===== src/rtl/lcd_pkg.sv =====
// rtl/lcd_pkg.sv - shared ST7789 command codes, panel geometry and sequencer state encoding
package lcd_pkg;

  localparam logic [7:0] LCD_CMD_CASET = 8'h2A;
  localparam logic [7:0] LCD_CMD_RASET = 8'h2B;
  localparam logic [7:0] LCD_CMD_RAMWR = 8'h2C;

  localparam logic DC_CMD  = 1'b0;
  localparam logic DC_DATA = 1'b1;

  localparam int LCD_W        = 240;
  localparam int LCD_H        = 135;
  localparam int LCD_X_OFFSET = 40;
  localparam int LCD_Y_OFFSET = 53;

  localparam logic [2:0] ST_IDLE      = 3'd0;
  localparam logic [2:0] ST_CASET_CMD = 3'd1;
  localparam logic [2:0] ST_CASET_ARG = 3'd2;
  localparam logic [2:0] ST_RASET_CMD = 3'd3;
  localparam logic [2:0] ST_RASET_ARG = 3'd4;
  localparam logic [2:0] ST_RAMWR_CMD = 3'd5;
  localparam logic [2:0] ST_PIXEL     = 3'd6;
  localparam logic [2:0] ST_FIN       = 3'd7;

  typedef enum logic [2:0] {
    S_IDLE      = ST_IDLE,
    S_CASET_CMD = ST_CASET_CMD,
    S_CASET_ARG = ST_CASET_ARG,
    S_RASET_CMD = ST_RASET_CMD,
    S_RASET_ARG = ST_RASET_ARG,
    S_RAMWR_CMD = ST_RAMWR_CMD,
    S_PIXEL     = ST_PIXEL,
    S_FIN       = ST_FIN
  } lcd_state_t;

  // Address-window argument order: start hi, start lo, end hi, end lo.
  function automatic logic [7:0] arg_byte(input logic [15:0] s, input logic [15:0] e,
                                          input logic [1:0] idx);
    unique case (idx)
      2'd0:    arg_byte = s[15:8];
      2'd1:    arg_byte = s[7:0];
      2'd2:    arg_byte = e[15:8];
      default: arg_byte = e[7:0];
    endcase
  endfunction

endpackage


===== src/rtl/lcd_rect_fill_seq.sv =====
// rtl/lcd_rect_fill_seq.sv - streams CASET/RASET/RAMWR plus repeated fill colour into the SPI word FIFO
module lcd_rect_fill_seq
  import lcd_pkg::*;
#(
  parameter int X_OFFSET = LCD_X_OFFSET,
  parameter int Y_OFFSET = LCD_Y_OFFSET,
  parameter int COORD_W  = 8
) (
  input  logic               clk,
  input  logic               rst_n,
  input  logic               start,
  input  logic [COORD_W-1:0] x0,
  input  logic [COORD_W-1:0] x1,
  input  logic [COORD_W-1:0] y0,
  input  logic [COORD_W-1:0] y1,
  input  logic [15:0]        color,
  output logic               busy,
  output logic               done,
  output logic               err,
  output logic               write_valid,
  input  logic               write_ready,
  output logic [8:0]         write_data
);

  localparam int NW = 2 * COORD_W + 1;

  lcd_state_t    state, state_next;
  logic [1:0]    arg_idx;
  logic [15:0]   xs, xe, ys, ye;
  logic [15:0]   color_q;
  logic [NW-1:0] pix_cnt;
  logic          phase;

  logic [NW-1:0] w_ext, h_ext, n_calc;
  logic          rect_ok, accept, fire;

  assign rect_ok = (x0 <= x1) && (y0 <= y1);
  assign accept  = (state == S_IDLE) && start && rect_ok;
  assign fire    = write_valid && write_ready;
  assign w_ext   = NW'(x1) - NW'(x0) + NW'(1);
  assign h_ext   = NW'(y1) - NW'(y0) + NW'(1);
  assign n_calc  = w_ext * h_ext;

  always_ff @(posedge clk or negedge rst_n) begin
    if (!rst_n) state <= S_IDLE;
    else        state <= state_next;
  end

  always_comb begin
    state_next  = state;
    write_valid = 1'b0;
    write_data  = 9'h000;
    busy        = (state != S_IDLE) && (state != S_FIN);
    done        = (state == S_FIN);
    unique case (state)
      S_IDLE: if (accept) state_next = S_CASET_CMD;
      S_CASET_CMD: begin
        write_valid = 1'b1;
        write_data  = {DC_CMD, LCD_CMD_CASET};
        if (fire) state_next = S_CASET_ARG;
      end
      S_CASET_ARG: begin
        write_valid = 1'b1;
        write_data  = {DC_DATA, arg_byte(xs, xe, arg_idx)};
        if (fire && arg_idx == 2'd3) state_next = S_RASET_CMD;
      end
      S_RASET_CMD: begin
        write_valid = 1'b1;
        write_data  = {DC_CMD, LCD_CMD_RASET};
        if (fire) state_next = S_RASET_ARG;
      end
      S_RASET_ARG: begin
        write_valid = 1'b1;
        write_data  = {DC_DATA, arg_byte(ys, ye, arg_idx)};
        if (fire && arg_idx == 2'd3) state_next = S_RAMWR_CMD;
      end
      S_RAMWR_CMD: begin
        write_valid = 1'b1;
        write_data  = {DC_CMD, LCD_CMD_RAMWR};
        if (fire) state_next = S_PIXEL;
      end
      S_PIXEL: begin
        write_valid = 1'b1;
        write_data  = {DC_DATA, phase ? color_q[7:0] : color_q[15:8]};
        if (fire && phase && pix_cnt == NW'(1)) state_next = S_FIN;
      end
      S_FIN:   state_next = S_IDLE;
      default: state_next = S_IDLE;
    endcase
  end

  // Pixel counter decrements once per completed hi/lo pair.
  always_ff @(posedge clk or negedge rst_n) begin
    if (!rst_n) begin
      err     <= 1'b0;
      arg_idx <= 2'd0;
      xs      <= 16'h0000;
      xe      <= 16'h0000;
      ys      <= 16'h0000;
      ye      <= 16'h0000;
      color_q <= 16'h0000;
      pix_cnt <= '0;
      phase   <= 1'b0;
    end else begin
      err <= (state == S_IDLE) && start && !rect_ok;
      if (accept) begin
        xs      <= 16'(X_OFFSET) + 16'(x0);
        xe      <= 16'(X_OFFSET) + 16'(x1);
        ys      <= 16'(Y_OFFSET) + 16'(y0);
        ye      <= 16'(Y_OFFSET) + 16'(y1);
        color_q <= color;
        pix_cnt <= n_calc;
        phase   <= 1'b0;
        arg_idx <= 2'd0;
      end
      if (fire && (state == S_CASET_ARG || state == S_RASET_ARG)) arg_idx <= arg_idx + 2'd1;
      if (fire && state == S_PIXEL) begin
        phase <= ~phase;
        if (phase) pix_cnt <= pix_cnt - NW'(1);
      end
    end
  end

endmodule


===== config.mk =====
export PLATFORM = sky130hd
export DESIGN_NAME = lcd_rect_fill_seq
export DESIGN_NICKNAME = d
export VERILOG_FILES = /design/src/rtl/lcd_pkg.sv /design/src/rtl/lcd_rect_fill_seq.sv
export SDC_FILE = /design/constraint.sdc
export NUM_CORES = 1
export LEC_CHECK = 0
export CELL_PAD_IN_SITES_DETAIL_PLACEMENT = 0
export CELL_PAD_IN_SITES_GLOBAL_PLACEMENT = 1
export CORE_UTILIZATION = 47
export CTS_CLUSTER_DIAMETER = 200
export DETAILED_ROUTE_END_ITERATION = 12
export PLACE_DENSITY = 0.89
export SYNTH_ARGS = -nofsm -noshare
export SYNTH_HDL_FRONTEND = slang
export SYNTH_SLANG_ARGS = --single-unit

===== constraint.sdc =====
create_clock -name clk -period 3.1 [get_ports clk]
set_input_delay 0.31 -clock clk [delete_from_list [all_inputs] [get_ports clk]]
set_output_delay 0.31 -clock clk [all_outputs]
set_load 0.005 [all_outputs]

==> impl_results.md <==
- Wire per inst: ~18 um
- Synth warn: 0
- Final setup margin: -3.40 ns
- CP max stage cell: fa_1
- CTS Sinks: 76
- #FFs+latches synth: 76
- Reg area: approximately 1900 um2
- Worst endpoint required time: 3.38 ns
- CP Launch Type: primary input
- Total CTS buffers: 9
- Register area share after synthesis: roughly 22%
- Post-place setup slack: -4.28 ns
- Most Frequent Cell on Critical Path: fa_1
- Max clock buf depth: 2
- Minimum clock period: approximately 6.5 ns
- Post-synth ARST share: 100%
- Setup TNS after final layout: -36.19 ns
- Worst reg-to-reg path cell count: 9
- Layout Nets: between 1000 and 1500
- CP Max Fanout: 4
- Area share of the largest cell type after synthesis: ~22%
- Post-DP HPWL: 19200 um
- Final number of setup-violating endpoints: 14
- Initial Utilization: 48.2%
- HP Class: primary input to async pin
- Synth Instances: 997
- Hold_buf cts: 0
- Reg clk slew, reported paths: around 0.08 ns
- Slew HR: 34.0%
- Worst-Margin Slew: slightly below 1 ns
- Starting DRT DRC Count: slightly below 600
- First-pass DRT Iterations: 7
- CORE AREA: about 18000 um2
- Delay-heaviest family, CP: adder cells
- Max Freq: 0.154 GHz
- Die Wd: ~140 um
- Synth area leaders: dfrtp_1 (22%), fa_1 (18%), ha_1 (10%)
- Vias per Instance: about 5.5
- Clock Latency Late Sink: between 0.3 and 0.4 ns
- Max stage delay on crit path: about 0.54 ns
- Failing checks: negative setup slack
- Die Y: around 140 um
- RSZ-0062 raised after global routing: true
- Fin. Hold Viols: 0
- I/O Pins: 65
- Vias in the first global route: about 8500
- H-Tree Depth: 3
- Syn nets: 1199
- Num rows: 49
- Worst Setup End Kind: flop
- Syn avg cell area: ~8.7 um2
- Fraction of layout cells with a size suffix above 1: 36.4%
- DRC Markers: 0
- Crit Path Category: primary input to flop
- Area Growth Syn to Fin: 47.2%
- Multi-input combinational cell area: roughly 7200 um2
- Antenna diode count: 0
- Initial antenna violation count: 0
- Most used DFF post-synth: dfrtp_1
- Worst reg2reg endpoint: pix_cnt[15]$_DFF_PN0_
- Cell Area, Synth: between 8000 and 9000 um2
- WP data arrival: around 6.8 ns
- First-pass GRT wire length: 43200 um
- CTS Root Cell: clkbuf_16
- Outcome: finished, violations left
- Worst R2R Start: pix_cnt[3]$_DFF_PN0_
- Port Buf Inserts: 64
- Post-synth EDFFs: 0
- Worst clock skew: 0.00755 ns
- CTS tree: yes
- Flop2flop setup slack: 0.54 ns
- GP Congestion: around 0.91
- Max-cap check violation count: 0
- Period utilization: 210%
- Post-Route WL: 27100 um
- Total GRT Usage: roughly 28%
- Die area: around 19000 um2
- Via count: 8343
- Total gr overflow: 0
- Filler Cells Inserted: ~1300
- Hold WS: 0.124 ns
- Final Max Slew Viols: 0
- Antenna viol nets, final: 0
- Synth cell types: 73
- Largest net degree at the start of global routing: 77
- Crit path buffers/inverters: 12
- Yosys top cell by area: dfrtp_1
==> metal layers <==
metal	wire length, um	global-route usage, %
met5	0	0
met3	1570	3.71
met4	930	9.14
met2	13500	48.8
met1	11100	36.4
==> worst max path at each step <==
stage	start	endpoint	slack, ns	cells past startpoint
floorplan	x1[0]	pix_cnt[14]$_DFF_PN0_	-3.48	31
global placement	x1[0]	pix_cnt[14]$_DFF_PN0_	-4.13	30
detailed placement	x1[0]	pix_cnt[14]$_DFF_PN0_	-4.28	30
CTS	y1[0]	pix_cnt[16]$_DFF_PN0_	-3.32	30
global route	x1[0]	pix_cnt[16]$_DFF_PN0_	-3.65	32
finish	x1[0]	pix_cnt[15]$_DFF_PN0_	-3.40	32
==> area by class of cell <==
cell class	instances	area share [%]
well taps	229	2.24
multi-input cells	747	56.2
repair buffers	301	19.8
clock inverters	7	0.733
inverters	146	4.42
clock buffers	9	1.76
flip-flops and latches	76	14.9
==> cell usage after synthesis, types with 3 or more instances <==
cell type,number
a211o_1,3
a211oi_1,3
a211oi_2,4
a21o_1,6
a21oi_1,39
a22oi_1,13
a311oi_1,3
and2_1,10
and3_1,5
buf_1,4
clkbuf_1,23
dfrtp_1,76
fa_1,78
ha_1,72
inv_1,144
mux2_2,30
nand2_1,100
nand2b_1,7
nand3_1,18
nand3b_1,3
nor2_1,105
nor2b_1,10
nor3_1,15
nor4_1,3
o211ai_1,3
o21a_1,13
o21ai_0,58
o21ai_1,3
o21bai_1,5
o221ai_1,3
o22ai_1,6
o31ai_1,8
o41ai_1,4
or3_1,7
xnor2_1,44
xnor2_2,3
xor2_1,23
==> what timing repair did <==
item,CTS,global route
pin swaps,82,41
setup endpoints to repair,15,14
gates resized for setup,183,65
gates cloned,0,0
setup buffers,30,15
==> state kept, by name, indices dropped and copies added (netlist names), 2 cells and up <==
name	cells
pix_cnt	17
color_q	16
xe	9
xs	9
ye	9
ys	9
state	3
arg_idx	2
==> per-stage QoR <==
| stage | cells | utilization, % | area [um2] |
|---|---|---|---|
| 5_1_grt | 1515 | 71.0 | 12800 |
| 4_1_cts | 1501 | 68.8 | 12400 |
| 3_3_place_gp | 1458 | 62.5 | 11300 |
| 2_1_floorplan | 997 | - | 8960 |
| 6_report | 1515 | 71.0 | 12800 |
| 3_5_place_dp | 1458 | 62.5 | 11300 |
==> layout by cell type, fill, tap and decap left out, types with 13 or more instances in the layout <==
cell type        count
o21ai_0             52
buf_4              206
a21oi_1             32
xor2_1              16
nor2_2              16
fa_1                74
inv_2               22
inv_1              120
dfrtp_1             76
ha_4                26
nor2_1              84
nand2_1             90
xnor2_1             27
o21a_1              13
nand3_1             15
clkdlybuf4s50_1     39
mux2_2              30
xnor2_2             14
a22oi_1             13
ha_1                46
buf_6               33
==> cell families (layout without fill, tap and decap cells) <==
kind of cell / count (synthesis) / in the layout / synth area share, %
compound gates: 195 / 195 / 14.9
xor+xnor: 71 / 71 / 7.57
fa+ha+maj: 150 / 150 / 28.3
buf+inv: 174 / 463 / 7.60
flops: 76 / 76 / 21.9
mux: 32 / 32 / 4.12
simple gates: 299 / 299 / 15.6
Power is left out: the tool's default activity adds up to more than one toggle a clock period on the data nets, which glitch-free logic cannot reach.
==> RTL edit (same settings) <==
Set the parameter `COORD_W` to 6 (it was 8).
--- a/src/rtl/lcd_rect_fill_seq.sv
+++ b/src/rtl/lcd_rect_fill_seq.sv
@@ -4,7 +4,7 @@
 #(
   parameter int X_OFFSET = LCD_X_OFFSET,
   parameter int Y_OFFSET = LCD_Y_OFFSET,
-  parameter int COORD_W  = 8
+  parameter int COORD_W  = 6
 ) (
   input  logic               clk,
   input  logic               rst_n,
Interface: changed (resized x0, x1, y0 and y1); port bits go from 65 to 57. No check against the original RTL was run, so the function may have changed too.
==> RTL edit against the original RTL <==
  * The run still ends with setup timing left
  * Setup slack improved by 1.0 ns
  * Sequential cell count decreased by 12
  * Final area shrank 28%
  * Critical endpoint is now pix_cnt[12]
  * Cell count down 28%
  * Hold slack better by 0.13 ns
  * Register-to-register slack improved by 0.18 ns
  * First-iteration DRC count fell by 44%
  * Global-route usage decreased by 1.8 points
  * Routed wire length decreased by 36%
  * Synthesized area down 30%
Power is left out: the tool's default activity adds up to more than one toggle a clock period on the data nets, which glitch-free logic cannot reach.
==> RTL edit: results (changes against the original RTL) <==
* Failing checks: setup timing
* Reg clk slew, reported paths at 0.06 ns (-0.02 ns)
* Final setup fails at 10 (-4)
* Sequential cell area at 1600 um2 (-16%)
* Worst r2r src: state[0]
* Synth cell count leaders: 134 x nand2_1, 86 x inv_1, 64 x dfrtp_1
* CP Capture Point: pix_cnt[12]
* Slew headroom at 0.548 (+0.208)
* Flop2flop setup slack at 0.72 ns (+0.18 ns)
* Worst-case clock skew at 0.00642 ns (-0.00113 ns)
* Synth Area in Compound Gates at 0.144 (-0.00472)
* Reg2reg end: pix_cnt[0]
* Vias in the first global route at 5875 (-31%)
* Metal2 WL at 8.87 mm (-34%)
* Setup WS post-layout at -2.39 ns (+1.01 ns)
* Initial drt markers at 325 (-44%)
* Critical path's largest stage delay at 0.59 ns (+0.05 ns)
* Non-CTS inverters at 86 (-41%)
* Sequential share of the synthesized area at 0.261 (+0.0427)
* Wire length on met3 at 667 um (-57%)
* GPL Wtd Cong at 0.912 (-0.26%)
* Synth Area in XOR/XNOR at 0.0682 (-0.00746)
* Drt wl/cell at 15.8 um (-11%)
* Multi-input combinational area share at 0.535 (-0.0273)
* FFs & Latches at 64 (-16%)
* Final #Nets at 1057 (-29%)
* Via/cell ratio at 5.29 (-4.0%)
* Detailed Place HPWL at 12.7 mm (-34%)
* Gr usage total at 0.263 (-0.0182)
* Crit path from: y1[0]
* CP arrival at 5.70 ns (-1.08 ns)
* PostCTS Resize Cnt at 116 (-37%)
* Share of cells above drive strength 1 at 0.345 (-0.0187)
* First-pass GRT wire length at 27.6 mm (-36%)
* Largest register by flop count: color_q
* Non-Clock Buffer Area Fraction at 0.192 (-0.00646)
* Comb_multi_in at 551 (-26%)
* Critical path's slowest cell: fa_2
* Largest registers: color_q (16), pix_cnt (13)
* DR pass1 iterations at 5 (-2)
* Hold slack at 0.257 ns (+0.133 ns)
* Outcome: complete, but fails checks
* Met1 WL at 7.52 mm (-32%)
## RTL edit: cell count changes in the layout (fill, tap and decap cells not counted), sizes merged, moves of 11 or more
cell	delta
inv	-62
dfrtp	-12
ha	-24
mux2	-29
buf	-86
fa	-33
o21a	-11
nand2	+34
xnor2	-16
o21ai	-13
nor2	-58
## RTL edit: metrics by stage
stage / cells / setup TNS [ns] / area [um2] / worst slack, ns / util
2_1_floorplan: 725 / -16.23 / 6390 / -2.38 / -
3_3_place_gp: 1058 / -25.00 / 8070 / -3.11 / 0.637
3_5_place_dp: 1058 / -25.79 / 8070 / -3.19 / 0.637
4_1_cts: 1091 / -17.13 / 8930 / -2.36 / 0.705
5_1_grt: 1096 / -18.29 / 9220 / -2.63 / 0.728
6_report: 1096 / -16.53 / 9220 / -2.39 / 0.728
